`src/rtl/trace_halt_ctrl.sv`:
```
// Run/halt controller for a CPU under test: counts RUN cycles, detects halt
// conditions, and buffers every retired {pc, instr} in a trace FIFO for draining.
module trace_halt_ctrl #(
  parameter int              XLEN       = 32,
  parameter int              DEPTH      = 16,
  parameter int              MAX_CYCLES = 100000,
  parameter logic [XLEN-1:0] HALT_PC    = 32'hfffffffc,
  parameter int              LOOP_LIMIT = 8
) (
  input  logic            clk,
  input  logic            rst,
  input  logic            start,
  input  logic            retire,
  input  logic [XLEN-1:0] pc_in,
  input  logic [31:0]     instr_in,
  output logic            halt,
  output logic [2:0]      halt_cause,
  output logic            done,
  output logic [31:0]     cycle_cnt,
  output logic            trace_vld,
  input  logic            trace_rdy,
  output logic [XLEN-1:0] trace_pc,
  output logic [31:0]     trace_instr,
  output logic            trace_ovf
);

  localparam int              AW        = $clog2(DEPTH);
  localparam int              CW        = AW + 1;
  localparam int              EW        = XLEN + 32;
  localparam logic [AW-1:0]   PTR_ONE   = AW'(1);
  localparam logic [CW-1:0]   CNT_ONE   = CW'(1);
  localparam logic [CW-1:0]   CNT_FULL  = CW'(DEPTH);
  localparam logic [31:0]     CYC_LAST  = 32'(MAX_CYCLES - 1);
  localparam logic [31:0]     LOOP_LAST = 32'(LOOP_LIMIT - 1);

  typedef enum logic [1:0] {
    S_IDLE  = 2'd0,
    S_RUN   = 2'd1,
    S_DRAIN = 2'd2,
    S_DONE  = 2'd3
  } state_t;

  state_t          r_state;
  state_t          w_state_next;
  logic            r_halt;
  logic            r_done;
  logic [31:0]     r_cycle_cnt;
  logic [2:0]      r_cause;
  logic            r_ovf;
  logic [31:0]     r_loop_cnt;
  logic            r_first;
  logic [XLEN-1:0] r_last_pc;
  logic [AW-1:0]   r_wr_ptr;
  logic [AW-1:0]   r_rd_ptr;
  logic [CW-1:0]   r_count;
  logic [EW-1:0]   r_mem [DEPTH];

  logic            w_start_run;
  logic            w_in_run;
  logic            w_push;
  logic            w_pop;
  logic            w_vld;
  logic            w_full;
  logic            w_wr_en;
  logic            w_same_pc;
  logic            w_cyc_hit;
  logic            w_pc_hit;
  logic            w_loop_hit;
  logic [2:0]      w_cause_set;

  assign w_start_run = start && (r_state == S_IDLE || r_state == S_DONE);
  assign w_in_run    = (r_state == S_RUN);
  assign w_vld       = (r_count != '0);
  assign w_full      = (r_count == CNT_FULL);
  assign w_push      = w_in_run && retire;
  assign w_pop       = w_vld && trace_rdy;
  assign w_wr_en     = w_push && (!w_full || w_pop);

  // The first retire of a run never matches the previous run's last PC.
  assign w_same_pc   = !r_first && (pc_in == r_last_pc);
  assign w_cyc_hit   = w_in_run && (r_cycle_cnt == CYC_LAST);
  assign w_pc_hit    = w_push && (pc_in == HALT_PC);
  assign w_loop_hit  = w_push && w_same_pc && (r_loop_cnt == LOOP_LAST);
  assign w_cause_set = {w_loop_hit, w_pc_hit, w_cyc_hit};

  always_comb begin
    w_state_next = r_state;
    case (r_state)
      S_IDLE:  if (start) w_state_next = S_RUN;
      S_RUN:   if (|w_cause_set) w_state_next = S_DRAIN;
      S_DRAIN: if (!w_vld) w_state_next = S_DONE;
      S_DONE:  if (start) w_state_next = S_RUN;
      default: w_state_next = S_IDLE;
    endcase
  end

  always_ff @(posedge clk or posedge rst) begin
    if (rst) begin
      r_state <= S_IDLE;
      r_halt  <= 1'b0;
      r_done  <= 1'b0;
    end else begin
      r_state <= w_state_next;
      r_halt  <= (w_state_next == S_DRAIN) || (w_state_next == S_DONE);
      r_done  <= (w_state_next == S_DONE);
    end
  end

  always_ff @(posedge clk or posedge rst) begin
    if (rst) begin
      r_cycle_cnt <= '0;
      r_cause     <= '0;
      r_loop_cnt  <= '0;
      r_first     <= 1'b1;
      r_last_pc   <= '0;
    end else if (w_start_run) begin
      r_cycle_cnt <= '0;
      r_cause     <= '0;
      r_loop_cnt  <= '0;
      r_first     <= 1'b1;
    end else begin
      if (w_in_run) begin
        r_cycle_cnt <= r_cycle_cnt + 32'd1;
        r_cause     <= r_cause | w_cause_set;
      end
      if (w_push) begin
        r_last_pc  <= pc_in;
        r_first    <= 1'b0;
        r_loop_cnt <= w_same_pc ? (r_loop_cnt + 32'd1) : 32'd1;
      end
    end
  end

  always_ff @(posedge clk or posedge rst) begin
    if (rst) begin
      r_wr_ptr <= '0;
      r_rd_ptr <= '0;
      r_count  <= '0;
      r_ovf    <= 1'b0;
    end else if (w_start_run) begin
      r_wr_ptr <= '0;
      r_rd_ptr <= '0;
      r_count  <= '0;
      r_ovf    <= 1'b0;
    end else begin
      if (w_push && w_full && !w_pop) r_ovf <= 1'b1;
      if (w_wr_en) r_wr_ptr <= r_wr_ptr + PTR_ONE;
      if (w_pop)   r_rd_ptr <= r_rd_ptr + PTR_ONE;
      case ({w_wr_en, w_pop})
        2'b10:   r_count <= r_count + CNT_ONE;
        2'b01:   r_count <= r_count - CNT_ONE;
        default: r_count <= r_count;
      endcase
    end
  end

  // Storage carries no reset; validity is governed entirely by the count.
  always_ff @(posedge clk) begin
    if (w_wr_en) r_mem[r_wr_ptr] <= {pc_in, instr_in};
  end

  assign {trace_pc, trace_instr} = r_mem[r_rd_ptr];
  assign trace_vld  = w_vld;
  assign trace_ovf  = r_ovf;
  assign halt       = r_halt;
  assign done       = r_done;
  assign halt_cause = r_cause;
  assign cycle_cnt  = r_cycle_cnt;

endmodule
```
`config.mk`:
```
export PLATFORM = sky130hd
export DESIGN_NAME = trace_halt_ctrl
export DESIGN_NICKNAME = d
export VERILOG_FILES = /design/src/rtl/trace_halt_ctrl.sv
export SDC_FILE = /design/constraint.sdc
export NUM_CORES = 1
export LEC_CHECK = 0
export ABC_CLOCK_PERIOD_IN_PS = 13000
export CAP_MARGIN = 30
export CORE_ASPECT_RATIO = 1.5
export CORE_MARGIN = 1.5
export CORE_UTILIZATION = 55
export DETAILED_ROUTE_END_ITERATION = 6
export PLACE_DENSITY = 0.74
export SLEW_MARGIN = 20
export SYNTH_ARGS = -nofsm -noshare
export SYNTH_HDL_FRONTEND = slang
export SYNTH_SLANG_ARGS = --single-unit
```
`constraint.sdc`:
```
create_clock -name clk -period 13 [get_ports clk]
set_input_delay 2.6 -clock clk [delete_from_list [all_inputs] [get_ports clk]]
set_output_delay 2.6 -clock clk [all_outputs]
set_load 0.01 [all_outputs]
```
== After elaboration in Yosys (flattened, before gate mapping) ==
Memory sizes are Yosys's and may differ from the RTL's.
Cells that the tools add are included.

* Bits in registers: 118
* RAM bits: 1024
* Output and inout bits: 103
* Word-level logic and storage cells: 84
* Memories: 1

{| class="wikitable"
|+ Memory list
! memory !! depth !! bits a word !! read ports !! clocked after Yosys merged registers in !! write ports !! RTL line !! source
|-
| r_mem || 16 || 64 || 1 || 0 || 1 || 56 || <nowiki>logic [EW-1:0] r_mem [DEPTH];</nowiki>
|}

* Add/subtract/negate cells: 6
* Equal/unequal tests: 12
* Mux-type cells: 23
* Bitwise operators: 2
* Reductions and logical operators: 28

{| class="wikitable"
|+ Operator list
! cell !! number
|-
| two-way mux 32 bit || 5
|-
| adder 32 x 1 -> 32 bit (second input constant) || 2
|-
| equality test 32 x 17 -> 1 bit (second input constant) || 1
|-
| equality test 32 x 3 -> 1 bit (second input constant) || 1
|-
| equality test 32 bit || 1
|-
| equality test 32 bit (second input constant) || 1
|-
| two-way mux 4 bit || 4
|-
| logical AND 1 bit || 11
|-
| equality test 2 bit (second input constant) || 5
|-
| case mux 5 bit (2 select lines) || 1
|-
| nonzero test 2 bit || 5
|-
| adder 4 x 1 -> 4 bit (second input constant) || 2
|-
| two-way mux 1 bit || 6
|-
| two-way mux 2 bit || 3
|-
| two-way mux 3 bit || 2
|-
| case mux 2 bit (3 select lines) || 1
|-
| adder 5 x 1 -> 5 bit (second input constant) || 1
|-
| equality test 5 bit (second input constant) || 1
|-
| two-way mux 5 bit || 1
|-
| nonzero test 5 bit || 1
|-
| subtractor 5 x 1 -> 5 bit (second input constant) || 1
|-
| equality test 2 x 1 -> 1 bit (second input constant) || 2
|-
| logical NOT 1 bit || 3
|-
| logical OR 1 bit || 3
|-
| 7 further kinds || 7
|}

== Logic depth before layout (Yosys ltp) ==
* Depth in word-level cells: 9
* Mapped depth: 10

== Worst setup path before layout ==
OpenSTA, ideal clock, no wires.

* Path type: input to register
* Start point: input port trace_rdy
* End point: memory r_mem[4][0] in the netlist's numbering (enable)
* Arrival time: 7.504 ns
* Setup slack: 4.931 ns
* Stages: 4
* Cell sequence: o311a_1 -> clkbuf_1 -> nand2_1 -> nor3_1

* Cells in the longest elaborated chain, start to end: 5

{| class="wikitable"
|+ RTL lines
! what !! RTL line !! source
|-
| start: declaration || 21 || <nowiki>input logic trace_rdy,</nowiki>
|-
| logical AND 1 bit || 76 || <nowiki>assign w_pop = w_vld && trace_rdy;</nowiki>
|-
| logical OR 1 bit || 77 || <nowiki>assign w_wr_en = w_push && (!w_full || w_pop);</nowiki>
|-
| logical AND 1 bit || 77 ||
|-
| two-way mux 1 bit || 159 || <nowiki>if (w_wr_en) r_mem[r_wr_ptr] <= {pc_in, instr_in};</nowiki>
|-
| two-way mux 1 bit (implied by the code) || 159 ||
|-
| end: declaration || 56 ||
|}

No other way between the ends.

== Worst setup path in the final report ==
* Start point: register r_rd_ptr[0]
* End point: output port trace_pc[28]

* Cells in the longest elaborated chain, start to end: 1

{| class="wikitable"
|+ RTL lines
! what !! RTL line !! source
|-
| start: declaration || 54 || <nowiki>logic [AW-1:0] r_rd_ptr;</nowiki>
|-
| start signal: assignment || 148 || <nowiki>if (w_pop) r_rd_ptr <= r_rd_ptr + PTR_ONE;</nowiki>
|-
| memory (16 x 64 bit) || - ||
|-
| end: declaration || 22 || <nowiki>output logic [XLEN-1:0] trace_pc,</nowiki>
|}

No other way between the ends.

==> reports/metrics.cfg <==
[global_routing]
grt_first_pass_wirelength_um = 146000
grt_usage = 0.241
grt_pass1_vias = 22814
antenna_found_initial = 3
grt-ovfl-total = 0
grt_max_degree = 165

[cts]
cts_setup_buffers = 0
clk_path_buf_depth = 3
cts_tree = built
clk_pin_slew_ns = 0.07
clock-sinks = 1141
cts_root_buf = clkbuf_16
cts.repair.resized = 0
hold_buffers = 0
clk_latency_ns = 0.67
htreeDepth = 3
cts_inserted_buffers = 101

[worst_setup_path]
crit_type = reg2out
critPathMaxFanout = 44
crit_chain = buf_4, mux4_2, mux4_2, clkdlybuf4s50_1
crit_start = r_rd_ptr[0]
arrival_ns = 4.19
rrSetupSlack_ns = 9.04
slowest_delay_ns = 0.94
crit_top_cell = mux4_2
worst_setup_path_start_kind = register
r2r_cells = 6
regToRegStartpoint = halt
cp.required_ns = 10.40
cpMaxStageDelayCell = dfrtp_4
end_kind = primary output
crit_end = trace_pc[28]
r2r-end = r_mem[3][28]

[hold_path]
hp-class = reg2reg

[sta]
skew_ns = 0.0248
finalCritPeriodShare = 0.523
fmax_mhz = 147
hold_violations = 0
worst_pin_slew_ns = 1.12
slew_headroom = 0.254
min_period_ns = 6.79
setup_viol = 0
report.final.slew_viol_count = 0
rsz0062_at_grt = false
setup_tns_ns = 0

[finish]
drive_above_1_share = 0.247
fin_nets = 2379
final_core_util = 0.639
area_growth_pct = 14.8

[logic_synthesis]
synthFlopType = edfxtp_1
synth_fp_nets = 2141
synth-seq-cells = 1141
synth.yosys.warnings = 0
ys_async_sr_fraction = 0.103
ys_seq_area_frac = 0.756
synth.cell_area_sq_um = 44600
syn_area_per_cell_sq_um = 21.7
synth_cells = 2058
synth_enable_flop_cells = 1024
yosysUniqueCellTypes = 52

[floorplan]
die_height_um = 352
start_util = 0.557
core_area_sq_um = 80100
io_pins = 172
die-area_sq_um = 82800
die_w_um = 235
rows = 127

[drt]
ant_nets = 0
viasPerCell = 6.39
drt_iter0_drc = 2385
drc_errors = 0
dr.pass1.iters = 5
wl_per_cell_um = 28.8
wirelength_um = 98200
vias = 21772

[power]
leakage_nw = 16.4
cellPowerDensity_nw_per_um2 = 185
ir_worst_vdd_mv = 0.136

[placed_design]
gp_congestion = 0.826
hpwlAfterDp_um = 52600
numPortBuffers = 171

[flow_run]
maxCapViolations = 0

[outcome]
run_status = complete, no violations

-- worst min path at each step --
stage	end	depth (start not counted)	startpoint
after floorplan	r_first	2	r_first
after global placement	r_first	2	r_first
after detailed placement	r_first	2	r_first
after CTS	r_first	2	r_first
after global routing	r_first	2	r_first
final	r_first	2	r_first
-- per-stage QoR --
stage / instances / setup slack, ns / area [sq um] / hold slack, ns / power (mW)
after global routing: 3407 / 5.93 / 51100 / 0.484 / 9.82
after floorplan: 2058 / 4.93 / 44600 / 0.439 / 5.82
after detailed placement: 3223 / 6.78 / 47900 / 0.455 / 6.68
after global placement: 3214 / 6.74 / 47700 / 0.448 / 6.60
after CTS: 3405 / 6.06 / 51100 / 0.465 / 9.56
final: 3408 / 6.21 / 51100 / 0.461 / 9.48
-- flip-flops by register name, indices dropped and copies added (netlist names) --
signal / count
r_last_pc: 32
done: 1
r_state: 1
r_loop_cnt: 32
r_rd_ptr: 4
r_wr_ptr: 4
r_count: 5
cycle_cnt: 32
trace_ovf: 1
r_mem: 1024
halt: 1
halt_cause: 3
r_first: 1
-- cells in the final DEF, fill, tap and decap left out, drive strengths merged, types with 24 or more instances in the layout --
| cell | instances |
|---|---|
| nand2 | 41 |
| mux2 | 32 |
| xor2 | 45 |
| nand4 | 24 |
| nand3 | 35 |
| dfrtp | 116 |
| xnor2 | 28 |
| clkdlybuf4s50 | 171 |
| edfxtp | 1024 |
| inv | 25 |
| mux4 | 320 |
| clkinv | 37 |
| o21ai | 38 |
| nor2 | 57 |
| a21oi | 24 |
| buf | 58 |
| clkbuf | 132 |
-- Yosys cell counts (2+ instances only) --
library cell	n	area [sq um]
edfxtp_1	1024	30700
mux4_2	320	7210
dfrtp_1	116	2900
clkbuf_1	59	221
nor2_1	56	210
xor2_1	45	394
nand2_1	41	154
o21ai_0	37	185
nand3_1	35	175
mux2_2	32	360
xnor2_1	28	245
a21oi_1	24	120
buf_1	23	86.3
nand4_1	23	144
nor4_1	22	138
inv_1	21	78.8
or3_1	19	119
and2_1	14	87.6
nor3_1	14	70.1
ha_1	13	163
a21o_1	12	90.1
buf_2	11	55.1
and3_1	9	56.3
and4_1	9	78.8
mux2i_1	6	60.1
nor3b_1	5	37.5
or4_1	4	30.0
nor4b_1	3	26.3
or2_2	3	18.8
or4_4	3	33.8
nand2b_1	2	12.5
nand3b_1	2	15.0
nand4b_1	2	17.5
nor2b_1	2	12.5
o311ai_2	2	32.5
-- power breakdown --
part	leakage, nW	internal (mW)	switching (mW)
clock	1.57	1.63	1.27
sequential	10.8	4.14	0.147
combinational	4.04	1.26	1.04
-- layout make-up --
class                           count  area [sq um]
Timing Repair Buffer              229          2360
Multi-Input combinational cell    802         10500
Tap cell                         1032          1290
Clock buffer                      132          2750
Sequential cell                  1141         33700
Inverter                           21          81.3
Fill cell                        5303         28900
Antenna cell                        1          2.50
Clock inverter                     50           450
-- cells by family after synthesis --
family,synth area share
flip-flops,0.756
adder cells (fa/ha/maj),0.00410
AND/OR/NAND/NOR,0.0333
multiplexers,0.171
buffers and inverters,0.0102
XOR/XNOR,0.0143
AO/OA/AOI/OAI,0.0113
-- routing by layer --
metal  track usage  up-vias  wire length, um
met5             0        -               23
met4        0.0665        4             2070
met3        0.0384      136             5950
met2         0.420      897            51500
met1         0.317    11699            38700
li1              -     9036                -
-- critical path: cells and delay by family, from the launching register on --
family,cells,cell delay [ns]
multiplexers,2,1.12
buffers and inverters,2,1.41
flip-flops,1,0.94
No activity file was read; power rests on OpenSTA's default activity.
